File: src/rtl/trip_stat_ctrl_pkg.sv
// trip_stat_ctrl_pkg
// Shared definitions for the trip statistics controller: FSM state and
// display-item encodings, default datapath widths, and the display-cycling
// helper used by the controller.
package trip_stat_ctrl_pkg;

    localparam int DEF_WIDTH  = 12;   // speed sample width (tracker width)
    localparam int DEF_TIME_W = 16;   // trip-time counter width, seconds

    typedef enum logic [1:0] {
        ST_STOP  = 2'd0,
        ST_RIDE  = 2'd1,
        ST_CLEAR = 2'd2
    } state_t;

    typedef enum logic [1:0] {
        DISP_SPEED = 2'd0,
        DISP_MAX   = 2'd1,
        DISP_TIME  = 2'd2
    } disp_t;

    // Next display item in the SPEED -> MAX -> TIME -> SPEED ring.
    function automatic disp_t next_disp(input disp_t cur);
        case (cur)
            DISP_SPEED: return DISP_MAX;
            DISP_MAX:   return DISP_TIME;
            default:    return DISP_SPEED;
        endcase
    endfunction

endpackage

File: src/rtl/trip_stat_ctrl_if.sv
// trip_stat_ctrl_if
// Bundles every signal between the controller and its neighbours (speed
// unit, button debouncer, max-speed tracker, display driver).
//   speed/speed_vld : speed sample and its one-cycle strobe
//   tick_1s         : one-cycle strobe per second
//   btn_mode/btn_clr: debounced one-cycle button pulses
//   max_val         : tracker output looped back
//   trk_speed/trk_r : tracker sample input and synchronous clear
//   trip_time       : seconds spent riding
//   disp_sel/disp_val: selected display item and its value
//   state_o         : 0=STOP, 1=RIDE, 2=CLEAR
// master = surrounding system, slave = controller.
interface trip_stat_ctrl_if
    import trip_stat_ctrl_pkg::*;
#(
    parameter int WIDTH  = DEF_WIDTH,
    parameter int TIME_W = DEF_TIME_W
);
    logic [WIDTH-1:0]  speed;
    logic              speed_vld;
    logic              tick_1s;
    logic              btn_mode;
    logic              btn_clr;
    logic [WIDTH-1:0]  max_val;
    logic [WIDTH-1:0]  trk_speed;
    logic              trk_r;
    logic [TIME_W-1:0] trip_time;
    logic [1:0]        disp_sel;
    logic [TIME_W-1:0] disp_val;
    logic [1:0]        state_o;

    modport master (
        output speed, speed_vld, tick_1s, btn_mode, btn_clr, max_val,
        input  trk_speed, trk_r, trip_time, disp_sel, disp_val, state_o
    );

    modport slave (
        input  speed, speed_vld, tick_1s, btn_mode, btn_clr, max_val,
        output trk_speed, trk_r, trip_time, disp_sel, disp_val, state_o
    );
endinterface

File: src/rtl/trip_stat_ctrl_sat_counter.sv
// trip_stat_ctrl_sat_counter (sat_counter)
// Up-counter that sticks at its all-ones value.
//   clk  : clock
//   srst : synchronous active-high reset
//   en   : count enable
//   clr  : synchronous clear, wins over en
//   q    : count value (registered)
module trip_stat_ctrl_sat_counter #(
    parameter int W = 16
) (
    input  logic         clk,
    input  logic         srst,
    input  logic         en,
    input  logic         clr,
    output logic [W-1:0] q
);
    logic [W-1:0] q_reg;

    always_ff @(posedge clk) begin
        if (srst || clr) begin
            q_reg <= '0;
        end else if (en && (q_reg != '1)) begin
            q_reg <= q_reg + 1'b1;
        end
    end

    assign q = q_reg;
endmodule

File: src/rtl/trip_stat_ctrl.sv
// trip_stat_ctrl
// Sequences the max-speed tracker and trip-time accounting of the bike
// computer: gates speed samples into the tracker, issues its clear, runs the
// STOP/RIDE/CLEAR machine with auto-pause and picks the displayed statistic.
//   clk : system clock
//   r   : synchronous active-high reset (overrides everything)
//   bus : trip_stat_ctrl_if.slave, see the interface header for signals
// All outputs are registered.
module trip_stat_ctrl
    import trip_stat_ctrl_pkg::*;
#(
    parameter int WIDTH   = DEF_WIDTH,
    parameter int TIME_W  = DEF_TIME_W,
    parameter int STOP_N  = 3,
    parameter int CLR_CYC = 2
) (
    input  logic              clk,
    input  logic              r,
    trip_stat_ctrl_if.slave   bus
);
    localparam int ZW = $clog2(STOP_N + 1);
    localparam int CW = $clog2(CLR_CYC + 1);

    state_t            state_reg,     state_next;
    logic [ZW-1:0]     zrun_reg,      zrun_next;
    logic [CW-1:0]     clr_cnt_reg,   clr_cnt_next;
    logic [WIDTH-1:0]  trk_speed_reg, trk_speed_next;
    logic              trk_r_reg;
    disp_t             disp_sel_reg,  disp_sel_next;
    logic [TIME_W-1:0] disp_val_reg,  disp_val_next;
    logic [TIME_W-1:0] trip_time;
    logic              time_en;
    logic              time_clr;
    logic              speed_zero;

    // Speed-width values resized to the display width.
    logic [TIME_W-1:0] spd_fit;
    logic [TIME_W-1:0] max_fit;

    generate
        if (WIDTH >= TIME_W) begin : g_trunc
            assign spd_fit = trk_speed_reg[TIME_W-1:0];
            assign max_fit = bus.max_val[TIME_W-1:0];
        end else begin : g_ext
            assign spd_fit = {{(TIME_W-WIDTH){1'b0}}, trk_speed_reg};
            assign max_fit = {{(TIME_W-WIDTH){1'b0}}, bus.max_val};
        end
    endgenerate

    assign speed_zero = (bus.speed == '0);

    always_comb begin
        state_next     = state_reg;
        zrun_next      = zrun_reg;
        clr_cnt_next   = clr_cnt_reg;
        trk_speed_next = trk_speed_reg;
        disp_sel_next  = disp_sel_reg;
        time_en        = 1'b0;
        time_clr       = 1'b0;

        if (bus.btn_clr) begin
            // clr_cnt holds the CLEAR cycles remaining after the first one,
            // so a btn_clr inside CLEAR simply restarts the window.
            state_next     = ST_CLEAR;
            clr_cnt_next   = CW'(CLR_CYC - 1);
            zrun_next      = '0;
            trk_speed_next = '0;
            time_clr       = 1'b1;
        end else begin
            if (bus.btn_mode && (state_reg != ST_CLEAR)) begin
                disp_sel_next = next_disp(disp_sel_reg);
            end

            case (state_reg)
                ST_STOP: begin
                    if (bus.speed_vld) begin
                        trk_speed_next = bus.speed;
                        if (!speed_zero) begin
                            state_next = ST_RIDE;
                            zrun_next  = '0;
                        end
                    end
                end
                ST_RIDE: begin
                    // A tick on the RIDE->STOP cycle still counts.
                    time_en = bus.tick_1s;
                    if (bus.speed_vld) begin
                        trk_speed_next = bus.speed;
                        if (!speed_zero) begin
                            zrun_next = '0;
                        end else if (zrun_reg == ZW'(STOP_N - 1)) begin
                            state_next = ST_STOP;
                            zrun_next  = '0;
                        end else begin
                            zrun_next = zrun_reg + 1'b1;
                        end
                    end
                end
                ST_CLEAR: begin
                    if (clr_cnt_reg == '0) begin
                        state_next = ST_STOP;
                    end else begin
                        clr_cnt_next = clr_cnt_reg - 1'b1;
                    end
                end
                default: begin
                    state_next = ST_STOP;
                end
            endcase
        end

        case (disp_sel_reg)
            DISP_SPEED: disp_val_next = spd_fit;
            DISP_MAX:   disp_val_next = max_fit;
            DISP_TIME:  disp_val_next = trip_time;
            default:    disp_val_next = '0;
        endcase
    end

    always_ff @(posedge clk) begin
        if (r) begin
            state_reg     <= ST_STOP;
            zrun_reg      <= '0;
            clr_cnt_reg   <= '0;
            trk_speed_reg <= '0;
            trk_r_reg     <= 1'b0;
            disp_sel_reg  <= DISP_SPEED;
            disp_val_reg  <= '0;
        end else begin
            state_reg     <= state_next;
            zrun_reg      <= zrun_next;
            clr_cnt_reg   <= clr_cnt_next;
            trk_speed_reg <= trk_speed_next;
            // The tracker clear is high exactly while the FSM sits in CLEAR.
            trk_r_reg     <= (state_next == ST_CLEAR);
            disp_sel_reg  <= disp_sel_next;
            disp_val_reg  <= disp_val_next;
        end
    end

    trip_stat_ctrl_sat_counter #(.W(TIME_W)) u_trip_time (
        .clk  (clk),
        .srst (r),
        .en   (time_en),
        .clr  (time_clr),
        .q    (trip_time)
    );

    assign bus.trk_speed = trk_speed_reg;
    assign bus.trk_r     = trk_r_reg;
    assign bus.trip_time = trip_time;
    assign bus.disp_sel  = disp_sel_reg;
    assign bus.disp_val  = disp_val_reg;
    assign bus.state_o   = state_reg;
endmodule

File: src/flat_wrapper.sv
// flat-port wrapper written by rule: the top's interface ports become plain ports
module trip_stat_ctrl_flat import trip_stat_ctrl_pkg::*;
#(
    parameter int WIDTH   = DEF_WIDTH,
    parameter int TIME_W  = DEF_TIME_W,
    parameter int STOP_N  = 3,
    parameter int CLR_CYC = 2
)
  (clk, r, bus_speed, bus_speed_vld, bus_tick_1s, bus_btn_mode, bus_btn_clr, bus_max_val, bus_trk_speed, bus_trk_r, bus_trip_time, bus_disp_sel, bus_disp_val, bus_state_o);
  trip_stat_ctrl_if #(.WIDTH(WIDTH), .TIME_W(TIME_W)) bus_i ();
  input  logic clk;
  input  logic r;
  input wire logic [$bits(bus_i.speed)-1:0] bus_speed;
  input wire logic [$bits(bus_i.speed_vld)-1:0] bus_speed_vld;
  input wire logic [$bits(bus_i.tick_1s)-1:0] bus_tick_1s;
  input wire logic [$bits(bus_i.btn_mode)-1:0] bus_btn_mode;
  input wire logic [$bits(bus_i.btn_clr)-1:0] bus_btn_clr;
  input wire logic [$bits(bus_i.max_val)-1:0] bus_max_val;
  output wire logic [$bits(bus_i.trk_speed)-1:0] bus_trk_speed;
  output wire logic [$bits(bus_i.trk_r)-1:0] bus_trk_r;
  output wire logic [$bits(bus_i.trip_time)-1:0] bus_trip_time;
  output wire logic [$bits(bus_i.disp_sel)-1:0] bus_disp_sel;
  output wire logic [$bits(bus_i.disp_val)-1:0] bus_disp_val;
  output wire logic [$bits(bus_i.state_o)-1:0] bus_state_o;
  assign bus_i.speed = bus_speed;
  assign bus_i.speed_vld = bus_speed_vld;
  assign bus_i.tick_1s = bus_tick_1s;
  assign bus_i.btn_mode = bus_btn_mode;
  assign bus_i.btn_clr = bus_btn_clr;
  assign bus_i.max_val = bus_max_val;
  assign bus_trk_speed = bus_i.trk_speed;
  assign bus_trk_r = bus_i.trk_r;
  assign bus_trip_time = bus_i.trip_time;
  assign bus_disp_sel = bus_i.disp_sel;
  assign bus_disp_val = bus_i.disp_val;
  assign bus_state_o = bus_i.state_o;
  trip_stat_ctrl #(.WIDTH(WIDTH), .TIME_W(TIME_W), .STOP_N(STOP_N), .CLR_CYC(CLR_CYC)) u_core (.clk(clk), .r(r), .bus(bus_i));
endmodule
File: config.mk
export PLATFORM = sky130hd
export DESIGN_NAME = trip_stat_ctrl_flat
export DESIGN_NICKNAME = d
export VERILOG_FILES = /design/src/rtl/trip_stat_ctrl_pkg.sv /design/src/rtl/trip_stat_ctrl_if.sv /design/src/rtl/trip_stat_ctrl_sat_counter.sv /design/src/rtl/trip_stat_ctrl.sv /design/src/flat_wrapper.sv
export SDC_FILE = /design/constraint.sdc
export NUM_CORES = 1
export LEC_CHECK = 0
export CAP_MARGIN = 20
export CORE_UTILIZATION = 41
export DETAILED_ROUTE_END_ITERATION = 7
export PLACE_DENSITY = 0.76
export SKIP_CTS_REPAIR_TIMING = 1
export SYNTH_ARGS = -nofsm -noshare
export SYNTH_HDL_FRONTEND = slang
export SYNTH_SLANG_ARGS = --single-unit
File: constraint.sdc
create_clock -name clk -period 1.5 [get_ports clk]
set_input_delay 0.225 -clock clk [delete_from_list [all_inputs] [get_ports clk]]
set_output_delay 0.225 -clock clk [all_outputs]
set_load 0.02 [all_outputs]
Word level (Yosys, flattened, before mapping)
Index checks and enable logic that the tools add are counted.
{"block": "classes", "addsub": 3, "multipliers": 0, "div_mod_pow": 0, "order_cmp": 0, "n_eq_ne": 12, "shift": 0, "n_mux": 22, "bitwise_logic": 2, "n_reduce_logical": 16}
{"cell": "case mux 16 bit (3 select lines)", "count": 1}
{"cell": "2-to-1 mux 2 bit", "count": 12}
{"cell": "adder 16 x 1 -> 16 bit, second input constant", "count": 1}
{"cell": "!= test 16 bit, second input constant", "count": 1}
{"cell": "zero test 12 bit", "count": 1}
{"cell": "!= test 2 bit, second input constant", "count": 5}
{"cell": "equality test 2 bit, second input constant", "count": 4}
{"cell": "case mux 2 bit (2 select lines)", "count": 2}
{"cell": "AND reduction 2 bit", "count": 4}
{"cell": "zero test 2 bit", "count": 3}
{"cell": "2-to-1 mux 1 bit", "count": 6}
{"cell": "case mux 2 bit (3 select lines)", "count": 1}
{"cell": "equality test 2 x 1 -> 1 bit, second input constant", "count": 2}
{"cell": "AND reduction 4 bit", "count": 1}
{"cell": "nonzero test 2 bit", "count": 2}
{"cell": "OR reduction 2 bit", "count": 2}
{"cell": "adder 2 x 1 -> 2 bit, second input constant", "count": 1}
{"cell": "logical AND 1 bit", "count": 2}
{"cell": "inverter 1 bit", "count": 2}
{"cell": "subtractor 2 x 1 -> 2 bit, second input constant", "count": 1}
{"cell": "logical OR 1 bit", "count": 1}
{"block": "totals", "regBits": 53, "latchBits": 0, "ramBits": 0, "mem_bits_ro": 0, "inputBits": 30, "output_inout_bits": 49, "word_cells": 64, "memories": 0}

Depth between registers and ports, before layout
Gate-level depths: netlist of the first run.
{"block": "depth", "ltp_word": 7, "depth_mapped": 6}

Modules after synthesis
From an unflattened synthesis of the first run, not the netlist that was laid out.
{"block": "hier_totals", "hier_cells": 272, "area_unflattened_um2": 2339.7}
{"mod": "trip_stat_ctrl", "instances": 1, "cells_per_inst": 177, "area_per_inst_um2": 1492.7}
{"mod": "trip_stat_ctrl_sat_counter", "instances": 1, "cells_per_inst": 95, "area_per_inst_um2": 847.1}

Worst setup path before layout of the first run
OpenSTA, ideal clock, no wires.
{"block": "synth_path", "path_kind": "reg-to-reg", "start": "register u_core.u_trip_time.q_reg[0] (netlist: u_core.u_trip_time.q[0])", "end": "register u_core.u_trip_time.q_reg[14] (netlist: u_core.u_trip_time.q[14])", "setup_time_ns": 0.070, "arrival_time_ns": 1.637, "setup_slack_ns": -0.208, "path_stages_with_launch": 6, "period_less_slack_ns": 1.708, "cell_sequence": "dfxtp_1 ha_1 and3_1 nand3_4 or4_1 a21oi_1"}
{"block": "synth_via", "elab_chain_cells": 2, "word_cells_on_any_way": 3, "cone_classes": "add/sub: 1; eq/ne: 1; reduce/logical: 1"}
{"element": "from (decl)", "line": "trip_stat_ctrl_sat_counter.sv:17", "rtl": "logic [W-1:0] q_reg;"}
{"element": "from (signal assigned)", "line": "trip_stat_ctrl_sat_counter.sv:23", "rtl": "q_reg <= q_reg + 1'b1;"}
{"element": "branches (longest 2 deep; another with adder 16 x 1 -> 16 bit)"}
Several ways; the timed one is not identified.
A chain may end at the register's enable or synchronous reset.

Worst setup path after layout of the first run
{"block": "layout_path", "start": "register u_core.state_reg[1] (netlist: u_core.bus.state_o[1])", "end": "register u_core.u_trip_time.q_reg[15] (netlist: u_core.u_trip_time.q[15])"}
{"block": "layout_via", "elab_chain_cells": 4}
{"element": "from (decl)", "line": "trip_stat_ctrl.sv:24", "rtl": "state_t state_reg, state_next;"}
{"element": "from (signal assigned)", "line": "trip_stat_ctrl.sv:130", "rtl": "state_reg <= state_next;"}
{"element": "equality test 2 x 1 -> 1 bit", "line": "trip_stat_ctrl.sv:74", "rtl": "case (state_reg)"}
{"element": "2-to-1 mux 1 bit", "line": "trip_stat_ctrl.sv:74"}
{"element": "2-to-1 mux 1 bit", "line": "trip_stat_ctrl.sv:61", "rtl": "if (bus.btn_clr) begin"}
{"element": "logical AND 1 bit", "line": "trip_stat_ctrl_sat_counter.sv:22", "rtl": "end else if (en && (q_reg != '1)) begin"}
Every way passes these cells.

==> results of run 1 <==
routing by layer:
layer	routed length [µm]	track usage	up-vias
li1	-	-	1222
met1	3158	0.2937	1196
met2	3739	0.3770	95
met3	367	0.04118	21
met4	215	0.1132	0
met5	0	0	-
through the flow:
step / total power [mW] / utilization / instance area, µm² / hold slack, ns / setup TNS, ns
after floorplan: 1.667 / - / 2396 / 0.3456 / -0.04219
after global placement: 1.885 / 0.6564 / 3615 / 0.4618 / -5.711
after detailed placement: 1.890 / 0.6564 / 3615 / 0.4702 / -6.591
after CTS: 2.686 / 0.6721 / 3701 / 0.4768 / -3.550
after global routing: 2.804 / 0.7298 / 4019 / 0.2010 / -1.006
final: 2.691 / 0.7298 / 4019 / 0.2133 / -0.3564
worst reg2reg max path, stage by stage, from the launching register on:
cell      delay [ns]
dfxtp_4         0.36
and4bb_4        0.40
nand4_4         0.11
or4_1           0.49
a21oi_1         0.15
final timing paths:
| check | slack, ns | start | endpoint | cells past startpoint |
|---|---|---|---|---|
| min reg2reg | 0.48 | u_core.bus.trk_speed[1] | u_core.bus.trk_speed[1] | 2 |
| max reg2reg | -0.08 | u_core.bus.state_o[1] | u_core.u_trip_time.q[15] | 4 |
| min | 0.21 | bus_speed[2] | u_core.bus.trk_speed[2] | 3 |
| max | -0.08 | u_core.bus.state_o[1] | u_core.u_trip_time.q[15] | 4 |
power by group:
group / internal [mW] / switching [mW]
clock: 0.334 / 0.484
sequential: 1.43 / 0.0185
combinational: 0.225 / 0.198
kinds of logic (layout without fill, tap and decap cells):
logic type,Yosys count,in the layout
AND/OR/NAND/NOR,122,122
adder cells (fa/ha/maj),2,2
AO/OA/AOI/OAI,59,59
multiplexers,14,14
buffers and inverters,16,143
XOR/XNOR,2,2
flip-flops,53,53
Yosys cell counts, drive strengths merged, types with 3 or more instances:
| library cell | count |
|---|---|
| nor3b | 3 |
| clkbuf | 9 |
| o31ai | 6 |
| a21oi | 26 |
| o21ai | 8 |
| nand4 | 9 |
| or4 | 9 |
| nand2 | 44 |
| buf | 5 |
| nor2 | 24 |
| and2 | 4 |
| o22a | 12 |
| mux2i | 14 |
| dfxtp | 53 |
| or3 | 6 |
| nand3 | 5 |
| nand2b | 3 |
layout make-up:
| type | count | area (µm²) | area share |
|---|---|---|---|
| Sequential cell | 53 | 1096 | 0.2727 |
| Multi-Input combinational cell | 199 | 1396 | 0.3474 |
| Clock inverter | 2 | 13.76 | 0.003425 |
| Timing Repair Buffer | 133 | 1343 | 0.3341 |
| Clock buffer | 6 | 72.57 | 0.01806 |
| Inverter | 2 | 7.507 | 0.001868 |
| Tap cell | 72 | 90.09 | 0.02242 |
==> impl_metrics.yaml, run 1 <==
logic_synthesis:
  synth_top_family_by_area: "simple AND/OR/NAND/NOR gates"
  seq_area_frac_synth: 0.4508
  yosys.area_share.simple: 0.2823
  yosysTopAreaCell: "dfxtp_1"
  syn-num-nets: 300
  ys_types: 44
  synth_seq_cells: 53
  synthCells: 268
  synth-edff-count: 0
  synth_top_flop_cell: "dfxtp_1"
  synth_mux_area_frac: 0.05954
  netlist.area_leader.share: 0.4508
  synth_xor_area_frac: 0.007443
  synth_area_leaders: "dfxtp_1 45%, nand2_1 7.0%, mux2i_1 6.0%"
  yosys_warnings: 0
  syn_avg_cell_area_um2: 8.782
  synthAdderAreaFrac: 0.01063
  synth_compound_gate_area_share: 0.1611
  synth_area_um2: 2354
  async_flop_share: 0
worst_setup_path:
  max_stage_delay_ns: 0.49
  start_kind: "register"
  crit_chain: "and4bb_4 -> nand4_4 -> or4_1 -> a21oi_1"
  critPathArrivalTime_ns: 1.82
  critPathMaxFanout: 5
  end_kind: "register"
  required_ns: 1.74
  crit_type: "reg2reg"
  crit_buf_inv: 0
  cpMaxStageDelayCell: "or4_1"
  path_delay_family: "simple AND/OR/NAND/NOR gates"
sta:
  hold_viol: 0
  max_freq_mhz: 632.3
  rsz0062_at_grt: "yes"
  tightest_slew_ns: 0.4222
  fin_skew_ns: 0.003408
  slew_violations: 0
  setup_ws_ns: -0.08147
  setup-violations-final: 8
  period_needed_ns: 1.581
  period_share: 1.054
  relSlewSlack: 0.7141
floorplanning:
  rows: 27
  start_util: 0.4274
  die-area_um2: 6047
  core_area_um2: 5507
  io_pins: 79
  fp.dieH_um: 77.77
  die_w_um: 77.77
clock_tree:
  cts_tree: "yes"
  root_buffer: "clkbuf_8"
  clkSlewWorstSetupHoldPaths_ns: 0.10
  htreeDepth: 2
  cts_buffers: 5
  clock_path_buffers: 2
  clock_latency_ns: 0.31
  numClockSinks: 53
global_route:
  grt_max_degree: 29
  grt_first_pass_wirelength_um: 10940
  grtUsageTotal: 0.2316
  antenna_found_initial: 0
  grt.overflow.total: 0
  grt_pass1_vias: 2299
place:
  dpl.cell_count: 455
  finalWeightedCongestion: 0.9295
  dp_hpwl_um: 5288
  io_buffers: 78
  dpl_worst_slack_ns: -0.4687
final_layout:
  layout-drive-gt1-share: 0.2810
  n_antenna_cell: 0
  layout.cells.non_filler: 467
  finalNetCount: 426
  area_growth_pct: 70.76
  fillCellCount: 380
  layout_common_cells: "50 x buf_4, 45 x dlymetal6s2s_1, 44 x nand2_1"
  final_common_cell: "buf_4"
min_path:
  min_path_type: "in2reg"
routing:
  antenna_left: 0
  post-route-drc-count: 0
  dr.first_iter.drc_count: 145
  wl_per_cell_um: 16.02
  drt_wl_total_um: 7481
  vias: 2534
  drtPass1Iterations: 4
  viasPerCell: 5.426
status:
  status: "finished with violations"
  violations: "setup timing"
pwr:
  peakVddDrop_v: 0.0005253
  leakage_nw: 2.132
  pwr_density_cell_nw_per_um2: 669.6
run:
  max-cap-violations: 0
Power figures use the tool's default switching activity.
==> run 2: changes to the inputs <==
CORE_UTILIZATION = 46   (was 41)
DONT_BUFFER_PORTS = 1   (was not set)
PLACE_DENSITY = not set   (was 0.76)
==> run 2 against run 1 <==
Against the previous run: register-to-register slack improved by 0.02 ns; critical path depth unchanged; design area decreased by 26%; wire length decreased by 19%; sequential share of layout area increased by 9.4 points; global-route usage decreased by 1.1 points; utilization decreased by 11 points; clock-buffer cell count decreased by 1; combinational power decreased by 50%; critical endpoint unchanged; the run still ends with setup timing left; worst hold slack got worse by 0.18 ns; largest power group unchanged; clock skew increased by 0.012 ns.
==> impl_metrics.yaml, run 2 (synthesis results as in run 1) <==
floorplanning:
  fp.dieH_um: 73.53
  start_util: 0.4886
  core_area_um2: 4817
  die_w_um: 73.53
  io_pins: 79
  die-area_um2: 5407
  rows: 25
final_layout:
  multi_input_area_um2: 1294
  regArea_um2: 1094
  fin_util: 0.6182
  layout-drive-gt1-share: 0.2825
  finalNetCount: 339
  n_antenna_cell: 0
  fillCellCount: 445
  final_common_cell: "nand2_1"
  layout_common_cells: "44 x nand2_1, 42 x buf_4, 35 x dfxtp_1"
  area_growth_pct: 26.53
  final_area_um2: 2978
routing:
  drtPass1Iterations: 4
  dr.first_iter.drc_count: 94
  viasPerCell: 5.627
  vias: 2110
  antenna_left: 0
  post-route-drc-count: 0
  wl_per_cell_um: 16.12
  drt_wl_total_um: 6045
global_route:
  antenna_found_initial: 0
  grtUsageTotal: 0.2208
  grt_pass1_vias: 1936
  grt_first_pass_wirelength_um: 9032
  grt.overflow.total: 0
  grt_max_degree: 30
pwr:
  p_seq_frac: 0.519
  clkPwrFrac: 0.407
  combPwrFrac: 0.073
  peakVddDrop_v: 0.0006105
  pwr_density_cell_nw_per_um2: 960.1
  p_switching_mw: 0.6620
  p_sw_frac: 0.2315
  internal-power_mw: 2.197
  leakage_nw: 1.043
place:
  placed_area_um2: 2733
  dp_hpwl_um: 4347
  finalWeightedCongestion: 0.8338
  io_buffers: 0
clock_tree:
  clkSlewWorstSetupHoldPaths_ns: 0.11
  numClockSinks: 53
  root_buffer: "clkbuf_8"
  htreeDepth: 2
  cts_tree: "yes"
  clock_path_buffers: 2
  clock_latency_ns: 0.31
  cts_buffers: 5
run:
  max-cap-violations: 0
min_path:
  min_path_type: "in2reg"
sta:
  max_freq_mhz: 642.4
  setup-violations-final: 7
  slew_violations: 0
  tightest_slew_ns: 0.6259
  hold_viol: 0
  period_needed_ns: 1.557
  setup_ws_ns: -0.05657
  rsz0062_at_grt: "yes"
  fin_skew_ns: 0.01547
  relSlewSlack: 0.5827
  period_share: 1.038
worst_setup_path:
  critPathArrivalTime_ns: 1.79
  crit_type: "reg2reg"
  end_kind: "register"
  critPathMaxFanout: 6
  required_ns: 1.74
  start_kind: "register"
status:
  status: "finished with violations"
  violations: "setup timing"
-- run 2: layout make-up --
class | count | share of cell area
well taps | 67 | 0.02815
clock inverters | 3 | 0.02311
flip-flops and latches | 53 | 0.3672
repair buffers | 46 | 0.1214
inverters | 2 | 0.002521
clock buffers | 5 | 0.02311
multi-input cells | 199 | 0.4345
-- run 2: critical path, cell delays in order, from the launching register on --
cell     delay [ns]
dfxtp_2        0.40
and4_2         0.34
nand4_4        0.14
or4_1          0.48
a21oi_1        0.12
-- run 2: worst paths after layout --
kind | startpoint | end | slack [ns] | cells past startpoint
worst max-delay path | u_core.u_trip_time.q[3] | u_core.u_trip_time.q[15] | -0.06 | 4
worst min-delay path | bus_speed[4] | u_core.bus.trk_speed[4] | 0.04 | 2
worst max register to register | u_core.u_trip_time.q[3] | u_core.u_trip_time.q[15] | -0.06 | 4
worst min register to register | u_core.clr_cnt_reg[1] | u_core.clr_cnt_reg[1] | 0.50 | 2
-- run 2: layer usage --
metal  global-route usage  up-vias  routed length [µm]
met3              0.06996       11                 380
met5                    0        -                   0
met1               0.2832      987                2735
met4              0.07265        0                 112
li1                     -     1046                   -
met2               0.3507       66                2816
-- run 2: metrics by stage --
step	total power [mW]	hold slack [ns]	worst slack, ns	TNS (ns)	std cells
floorplan	1.667	0.3456	-0.03275	-0.04219	268
finish	2.859	0.03705	-0.05657	-0.1715	375
global placement	1.717	0.2893	-0.07160	-0.1441	361
detailed placement	1.718	0.2915	-0.08498	-0.3062	361
global route	2.959	0.02396	-0.1127	-0.8195	375
CTS	2.868	-0.04722	-0.1107	-0.4450	369
-- run 2: power groups by stage --
stage | logic, mW | registers [mW] | clock network (mW)
global route | 0.231 | 1.49 | 1.24
floorplan | 0.148 | 1.52 | 0
global placement | 0.200 | 1.52 | 0
CTS | 0.202 | 1.48 | 1.18
detailed placement | 0.201 | 1.52 | 0
finish | 0.210 | 1.48 | 1.17
==> run 3: changes to the inputs <==
CORE_UTILIZATION = 35   (was 46)
==> run 3 against run 2 <==
Against the previous run: the flow finishes with violations (DRC, setup timing); sequential power barely moved; design area is 1.4% lower; combinational power barely moved; worst hold slack improved by 0.0041 ns; clock power shrank 30%; non-clock buffer count up 1; clock skew shrank 0.0096 ns; register-to-register slack hardly changed; die area grew 31%; wire length grew 8.0%; final cell count rose by 2.9%; largest cell class unchanged.
==> impl_metrics.yaml, run 3 (synthesis results as in run 1) <==
worst_setup_path:
  critPathArrivalTime_ns: 1.74
  start_kind: "register"
  r2r_setup_slack_ns: -0.07
  end_kind: "register"
  timing.rr.start: "u_core.u_trip_time.q[14]"
  crit_type: "reg2reg"
  critPathMaxFanout: 5
  required_ns: 1.67
  startpoint: "u_core.u_trip_time.q[14]"
pwr:
  clkPwrFrac: 0.326
  total_power_mw: 2.520
  leakage_nw: 1.025
  peakVddDrop_v: 0.0005838
  combPwrFrac: 0.085
  p_sw_frac: 0.2630
  p_switching_mw: 0.6627
  pwr_density_cell_nw_per_um2: 858.5
  internal-power_mw: 1.857
  p_seq_frac: 0.589
min_path:
  holdCritStartpoint: "bus_btn_clr"
  min_path_type: "in2reg"
sta:
  slew_violations: 0
  setup-violations-final: 12
  hold_viol: 0
  max_freq_mhz: 638.2
  relSlewSlack: 0.5696
  rsz0062_at_grt: "yes"
  period_share: 1.045
  setup_ws_ns: -0.06698
  period_needed_ns: 1.567
  tns_ns: -0.4779
  fin_skew_ns: 0.005838
  tightest_slew_ns: 0.6435
clock_tree:
  root_buffer: "clkbuf_8"
  clock_latency_ns: 0.31
  clock_path_buffers: 2
  cts_buffers: 5
  clkSlewWorstSetupHoldPaths_ns: 0.10
  cts_tree: "yes"
  htreeDepth: 2
  numClockSinks: 53
routing:
  dr.first_iter.drc_count: 95
  drtPass1Iterations: 6
  drt_wl_total_um: 6531
  wl_per_cell_um: 16.92
  vias: 2109
  post-route-drc-count: 10
  viasPerCell: 5.464
  antenna_left: 0
floorplanning:
  die_w_um: 84
  start_util: 0.3665
  rows: 29
  io_pins: 79
  fp.dieH_um: 84
  core_area_um2: 6422
  die-area_um2: 7056
status:
  status: "finished with violations"
  violations: "DRC, setup timing"
place:
  dp_hpwl_um: 4749
  placed_area_um2: 2775
  io_buffers: 0
  finalWeightedCongestion: 0.7618
final_layout:
  n_antenna_cell: 0
  layout_common_cells: "44 x nand2_1, 44 x buf_4, 35 x dfxtp_1"
  final_area_um2: 2935
  layout-drive-gt1-share: 0.2718
  finalNetCount: 340
  area_growth_pct: 24.72
global_route:
  grt.overflow.total: 0
  grt_first_pass_wirelength_um: 10160
  antenna_found_initial: 0
  grtUsageTotal: 0.1824
  grt_pass1_vias: 2022
  grt_max_degree: 30
run:
  max-cap-violations: 0
==> run 3: worst paths after layout <==
check / endpoint / cells past startpoint
setup / recovery: u_core.u_trip_time.q[7] / 5
hold / removal: u_core.clr_cnt_reg[0] / 2
setup reg to reg: u_core.u_trip_time.q[7] / 5
hold reg to reg: u_core.zrun_reg[1] / 2
==> run 3: power by group through the flow <==
stage               registers, mW  logic [mW]  clock network (mW)
finish                       1.48       0.213               0.822
global route                 1.49       0.236               0.902
CTS                          1.49       0.205               0.845
detailed placement           1.52       0.203                   0
global placement             1.52       0.201                   0
floorplan                    1.52       0.148                   0
==> run 3: per-layer routing <==
layer | global-route usage | routed length [µm] | up-vias
met5 | 0 | 0 | -
met4 | 0.05956 | 89 | 0
met3 | 0.05836 | 390 | 7
met2 | 0.2988 | 3256 | 43
met1 | 0.2262 | 2795 | 1017
li1 | - | - | 1042
==> run 3: worst max-delay path, cell delays in order, from the launching register on <==
cell,delay (ns)
dfxtp_2,0.34
nand4_1,0.27
nor4_4,0.44
buf_4,0.21
or4_1,0.11
a21oi_1,0.06
==> run 3: through the flow <==
| step | std cells | setup WS [ns] | util | hold WS, ns |
|---|---|---|---|---|
| final | 386 | -0.06698 | 0.4570 | 0.04112 |
| after global routing | 386 | -0.1497 | 0.4570 | 0.03416 |
| after CTS | 383 | -0.09086 | 0.4455 | -0.04029 |
| after floorplan | 268 | -0.03275 | - | 0.3456 |
| after detailed placement | 375 | -0.07128 | 0.4321 | 0.2903 |
| after global placement | 375 | -0.05910 | 0.4321 | 0.2915 |
==> run 3: final cells by class <==
| cell class | instances | area (µm²) |
|---|---|---|
| Clock buffer | 6 | 72.57 |
| Clock inverter | 2 | 13.76 |
| Fill cell | 624 | 3487 |
| Inverter | 2 | 7.507 |
| Multi-Input combinational cell | 199 | 1286 |
| Sequential cell | 53 | 1094 |
| Tap cell | 77 | 96.34 |
| Timing Repair Buffer | 47 | 365.4 |
